File: config.mk
export PLATFORM = sky130hd
export DESIGN_NAME = sensor_conditioner
export DESIGN_NICKNAME = d
export VERILOG_FILES = /design/src/rtl/sensor_conditioner.sv
export SDC_FILE = /design/constraint.sdc
export NUM_CORES = 1
export LEC_CHECK = 0
export CORE_MARGIN = 2
export CORE_UTILIZATION = 30
export DETAILED_ROUTE_END_ITERATION = 7
export PLACE_DENSITY_LB_ADDON = 0.25
export SETUP_SLACK_MARGIN = 0.3
export SKIP_CTS_REPAIR_TIMING = 1
export SLEW_MARGIN = 10
export SYNTH_ARGS = -nofsm -noshare
export SYNTH_HDL_FRONTEND = slang
export SYNTH_SLANG_ARGS = --single-unit
File: constraint.sdc
create_clock -name clk -period 2.8 [get_ports clk]
set_input_delay 0.84 -clock clk [delete_from_list [all_inputs] [get_ports clk]]
set_output_delay 0.84 -clock clk [all_outputs]
set_load 0.05 [all_outputs]
File: src/rtl/sensor_conditioner.sv
// Sync, debounce and plausibility-check stage for the six irrigation field inputs.
// Optional build macro: SENSOR_PLAUSIBILITY_EN enables the level/soil checks.
module sensor_conditioner #(
  parameter int DEBOUNCE_CYCLES = 500000
) (
  input  logic clk,
  input  logic rst,
  input  logic h_raw,
  input  logic m_raw,
  input  logic l_raw,
  input  logic us_raw,
  input  logic ua_raw,
  input  logic t_raw,
  output logic h,
  output logic m,
  output logic l,
  output logic us,
  output logic ua,
  output logic t,
  output logic level_fault,
  output logic soil_fault,
  output logic changed
);

  localparam int CW = $clog2(DEBOUNCE_CYCLES + 1);
  localparam logic [CW-1:0] LAST = CW'(DEBOUNCE_CYCLES - 1);

  // Bit order everywhere: {h, m, l, us, ua, t}
  logic [5:0]    raw;
  logic [5:0]    s1;
  logic [5:0]    s2;
  logic [5:0]    stable;
  logic [CW-1:0] cnt [6];
  logic [5:0]    outs;
  logic [5:0]    nxt;
  logic          lf_n;
  logic          sf_n;

  assign raw = {h_raw, m_raw, l_raw, us_raw, ua_raw, t_raw};

  always_ff @(posedge clk) begin
    if (rst) begin
      s1     <= '0;
      s2     <= '0;
      stable <= '0;
      for (int i = 0; i < 6; i++) cnt[i] <= '0;
    end else begin
      s1 <= raw;
      s2 <= s1;
      for (int i = 0; i < 6; i++) begin
        if (s2[i] == stable[i]) begin
          cnt[i] <= '0;
        end else if (cnt[i] == LAST) begin
          stable[i] <= s2[i];
          cnt[i]    <= '0;
        end else begin
          cnt[i] <= cnt[i] + CW'(1);
        end
      end
    end
  end

  always_comb begin
    nxt  = outs;
    lf_n = 1'b0;
    sf_n = 1'b0;
`ifdef SENSOR_PLAUSIBILITY_EN
    // Probes fill bottom-up, so only contiguous-from-low patterns are real
    case (stable[5:3])
      3'b000, 3'b001,
      3'b011, 3'b111: nxt[5:3] = stable[5:3];
      default:        lf_n     = 1'b1;
    endcase
    if (stable[2] && stable[1]) begin
      sf_n = 1'b1;
    end else begin
      nxt[2:1] = stable[2:1];
    end
    nxt[0] = stable[0];
`else
    nxt = stable;
`endif
  end

  always_ff @(posedge clk) begin
    if (rst) begin
      outs        <= '0;
      level_fault <= 1'b0;
      soil_fault  <= 1'b0;
      changed     <= 1'b0;
    end else begin
      outs        <= nxt;
      level_fault <= lf_n;
      soil_fault  <= sf_n;
      changed     <= (nxt != outs);
    end
  end

  assign {h, m, l, us, ua, t} = outs;

endmodule
# After elaboration in Yosys (flattened, before gate mapping)
# Memories as Yosys holds them, arrays and structs flattened.
# Index checks and enable logic that the tools add are counted.
totals:
  ram_bits: 114
  regBits: 25
  elab_cells: 146
  n_memories: 1
memory_table:
  columns: ["memory", "depth", "word_bits", "rd", "rd_ports_with_merged_regs", "write_ports", "line_no", "rtl"]
  rows:
  - ["cnt", 6, 19, 6, 0, 6, "33", "logic [CW-1:0] cnt [6];"]
op_classes:
  n_eq_ne: 13
  n_reduce_logical: 6
  add_sub_neg: 6
  bitwise_logic: 24
  muxes: 86
op_table:
  columns: ["op", "n"]
  rows:
  - ["two-way mux 19 bit", 18]
  - ["adder 19 x 1 -> 19 bit (second input constant)", 6]
  - ["== test 19 bit (second input constant)", 6]
  - ["two-way mux 1 bit", 68]
  - ["OR 1 bit", 18]
  - ["AND reduction 2 bit", 6]
  - ["== test 1 bit", 6]
  - ["!= test 6 bit", 1]
  - ["inverter 1 bit", 6]

# Logic depth before layout (Yosys ltp)
# An unclocked memory read counts as a cell.
logic_depth:
  depth_word: 8
  depth_mapped: 6

# Least setup slack after synthesis
# No wires, ideal clock.
synth_timing:
  kind: "reg2reg"
  start: "memory cnt[5][9] (netlist name)"
  end: "memory cnt[5][15] (netlist name) (data pin)"
  path_stages_with_launch: 6
  setup_time_ps: 254
  n_path_buf: 1
  required_ps: 2546
  arrival_ps: 1935
  setup_slack_ps: 610
  cell_sequence: "edfxtp_1 > or4b_1 > or4_4 > o21ai_4 > buf_6 > nor2_1"
synth_rtl:
  columns: ["element", "line_no"]
  rows:
  - ["from (decl)", "33"]

# Worst setup path after layout
layout_timing:
  start: "register changed"
  end: "output changed"
layout_rtl:
  columns: ["element", "line_no", "rtl"]
  rows:
  - ["from (decl)", "22", "output logic changed"]
  - ["from (signal assigned)", "95", "changed <= (nxt != outs);"]
# No word-level cell between the ends.

==> flow_metrics.env <==
export IMPL_cts_path_max_buffers=2
export IMPL_clock_sinks=139
export IMPL_wirelength_mm=13.24
export IMPL_period_minus_slack_ns=2.348
export IMPL_track_usage_pct=11.07
export IMPL_antenna_found_initial=0
export IMPL_fp_dieH_microns=158.8
export IMPL_antenna_cells=0
export IMPL_peakVddDrop_mv=0.3834
export IMPL_maxCapViolCount=0
export IMPL_tightest_slew_ns=0.7203
export IMPL_p_switching_uw=1084
export IMPL_clkPwrFrac_pct=47.0
export IMPL_required_ns=1.96
export IMPL_drt_iter0_drc=212
export IMPL_netlist_instances=679
export IMPL_max_stage_delay_ns=0.79
export IMPL_maxSlewViolCount=0
export IMPL_synth_warnings=0
export IMPL_seq_area_frac_synth_pct=54.62
export IMPL_syn_area_per_cell_sq_um=10.58
export IMPL_synth_edff_count=114
export IMPL_max_freq_ghz=0.4259
export IMPL_grt_pass1_wl_mm=22.93
export IMPL_fp_dieW_microns=158.8
export IMPL_grt_overflow=0
export IMPL_multi_input_area_sq_um=3530
export IMPL_cellLeakagePower_uw=0.003082
export IMPL_cp_endpoint="changed"
export IMPL_antenna_left=0
export IMPL_critPathCaptureType="output pin"
export IMPL_dpl_hpwl_mm=9.356
export IMPL_avgViaCountPerCell=4.446
export IMPL_cts_tree="built"
export IMPL_clk_latency_ns=0.42
export IMPL_synth_top_area_share_pct=47.65
export IMPL_r2r_start="cnt[5][9]$_SDFFCE_PN0P_"
export IMPL_crit_path_cell_trace="clkdlybuf4s50_1"
export IMPL_die_area_sq_um=25200
export IMPL_timing_slew_headroom_pct=51.95
export IMPL_pwr_share_seq_pct=49.2
export IMPL_htree_levels=4
export IMPL_final_common_cell="conb_1"
export IMPL_cp_num_cells=1
export IMPL_finalSetupTns_ns=0
export IMPL_path_clk_slew_ns=0.06
export IMPL_wl_per_cell_microns=11.55
export IMPL_synth_area_sq_um=7184
export IMPL_critPathMaxFanout=1
export IMPL_r2r_end="cnt[5][10]$_SDFFCE_PN0P_"
export IMPL_p_int_uw=3792
export IMPL_p_per_area_nw_per_um2=555.4
export IMPL_hp_class="reg2reg"
export IMPL_drtPass1Iterations=4
export IMPL_ff2ff_path_depth=5
export IMPL_synth_cell_types=47
export IMPL_yosysTopAreaCell="edfxtp_1"
export IMPL_setup_viol=0
export IMPL_ios=17
export IMPL_synth_seq_cells=139
export IMPL_slowest_stage="clkdlybuf4s50_1"
export IMPL_comb_power_share_pct=3.8
export IMPL_mostFrequentLayoutCells="conb_1 (116), edfxtp_1 (114), nor2_1 (95)"
export IMPL_crit_type="reg2out"
export IMPL_dr_total_vias=5095
export IMPL_drive_above_1_share_pct=6.651
export IMPL_crit_start="changed$_SDFF_PP0_"
export IMPL_synthTopCellsByArea="edfxtp_1 (48%), dfxtp_1 (7.0%), xor2_1 (5.4%), nor2_1 (5.0%), xnor2_1 (4.9%)"
export IMPL_grt_max_degree=20
export IMPL_hold_viol=0
export IMPL_core_sq_um=23470
export IMPL_cts_root_buf="clkbuf_16"
export IMPL_grt_pass1_vias=4870
export IMPL_outcome="finished clean"
export IMPL_period_share_pct=83.86
export IMPL_path_buf_inv=1
export IMPL_port_buffers=14
export IMPL_rsz0062_at_grt="no"
export IMPL_whs_path_depth=1
export IMPL_finClkSkew_ns=0.006997
export IMPL_regArea_sq_um=3924
export IMPL_cts_buffers=17
export IMPL_cp_start_kind="flop"
export IMPL_final_cells=1146
export IMPL_synth_ff_type="edfxtp_1"
export IMPL_synth_async_reset_ratio_pct=0
export IMPL_arrival_ns=1.51
export IMPL_initial_core_util_pct=30.61
export IMPL_fillers=2386
export IMPL_netSwitchingFraction_pct=22.23
export IMPL_nets=828
export IMPL_placedCellCount=1113
export IMPL_areaGrowthSynthToFinish_pct=22.20
export IMPL_place_congestion=0.7303
export IMPL_drc=0
export IMPL_reg2reg_slack_ns=0.55
export IMPL_critPathTopFamily="buffers and inverters"
export IMPL_row_count=56
[state kept, by name (all words and copies together) (netlist names)]
| name | cells |
|---|---|
| s2 | 6 |
| outs | 6 |
| changed | 1 |
| s1 | 6 |
| nxt | 6 |
| cnt | 114 |
[worst min-delay path by stage]
stage	slack, ns	end	startpoint
finish	0.44	s2[1]$_SDFF_PP0_	s1[1]$_SDFF_PP0_
global route	0.46	s2[4]$_SDFF_PP0_	s1[4]$_SDFF_PP0_
CTS	0.44	s2[1]$_SDFF_PP0_	s1[1]$_SDFF_PP0_
detailed placement	0.42	s2[4]$_SDFF_PP0_	s1[4]$_SDFF_PP0_
global placement	0.42	s2[1]$_SDFF_PP0_	s1[1]$_SDFF_PP0_
floorplan	0.41	s2[0]$_SDFF_PP0_	s1[0]$_SDFF_PP0_
[power by group through the flow]
stage          Clock, uW  Sequential [uW]  Combinational (uW)
2_1_floorplan          0             2420                 145
3_3_place_gp           0             2440                 179
3_5_place_dp           0             2440                 179
4_1_cts             2370             2400                 181
5_1_grt             2450             2410                 213
6_report            2290             2400                 184
[layer usage]
metal	up-vias	GRT usage (%)	share of wire, %
li1	2640	-	-
met1	2413	14.43	49
met2	37	17.88	47
met3	5	3.056	2.6
met4	0	3.378	0.72
met5	-	0	0
[logic make-up after synthesis]
group	after synthesis	synth area share (%)
AOI/OAI and AO/OA	79	6.583
xor gates and xnor gates	84	10.24
adders and majority gates	6	1.045
buffers and inverters	41	2.421
DFF	139	54.62
other	2	0.1045
and+or+nand+nor	328	24.99
[final cells by class]
class | count | share of cell area (%)
flip-flops and latches | 139 | 44.69
clock buffers | 17 | 4.845
repair buffers | 21 | 2.793
multi-input cells | 613 | 40.20
clock inverters | 15 | 1.981
inverters | 22 | 0.9406
well taps | 319 | 4.546
[per-stage QoR]
stage | setup slack [ns] | total power, uW | hold WS [ns] | instance area, sq um | utilization (%)
floorplan | 0.6102 | 2561 | 0.4138 | 7612 | -
global placement | 0.3258 | 2619 | 0.4201 | 8130 | 34.64
detailed placement | 0.3386 | 2622 | 0.4239 | 8130 | 34.64
CTS | 0.2634 | 4945 | 0.4384 | 8730 | 37.19
global route | 0.4013 | 5081 | 0.4597 | 8780 | 37.40
finish | 0.4520 | 4876 | 0.4351 | 8780 | 37.40
[cells in the mapped netlist (all sizes together), types with 15 or more instances]
cell type / number
a21oi: 35
or4: 15
nand2: 37
edfxtp: 114
nand3: 40
o21ai: 23
inv: 22
nor2: 95
nor2b: 18
nand4: 26
dfxtp: 25
xor2: 44
xnor2: 40
or3: 22
Power figures use the tool's default switching activity.
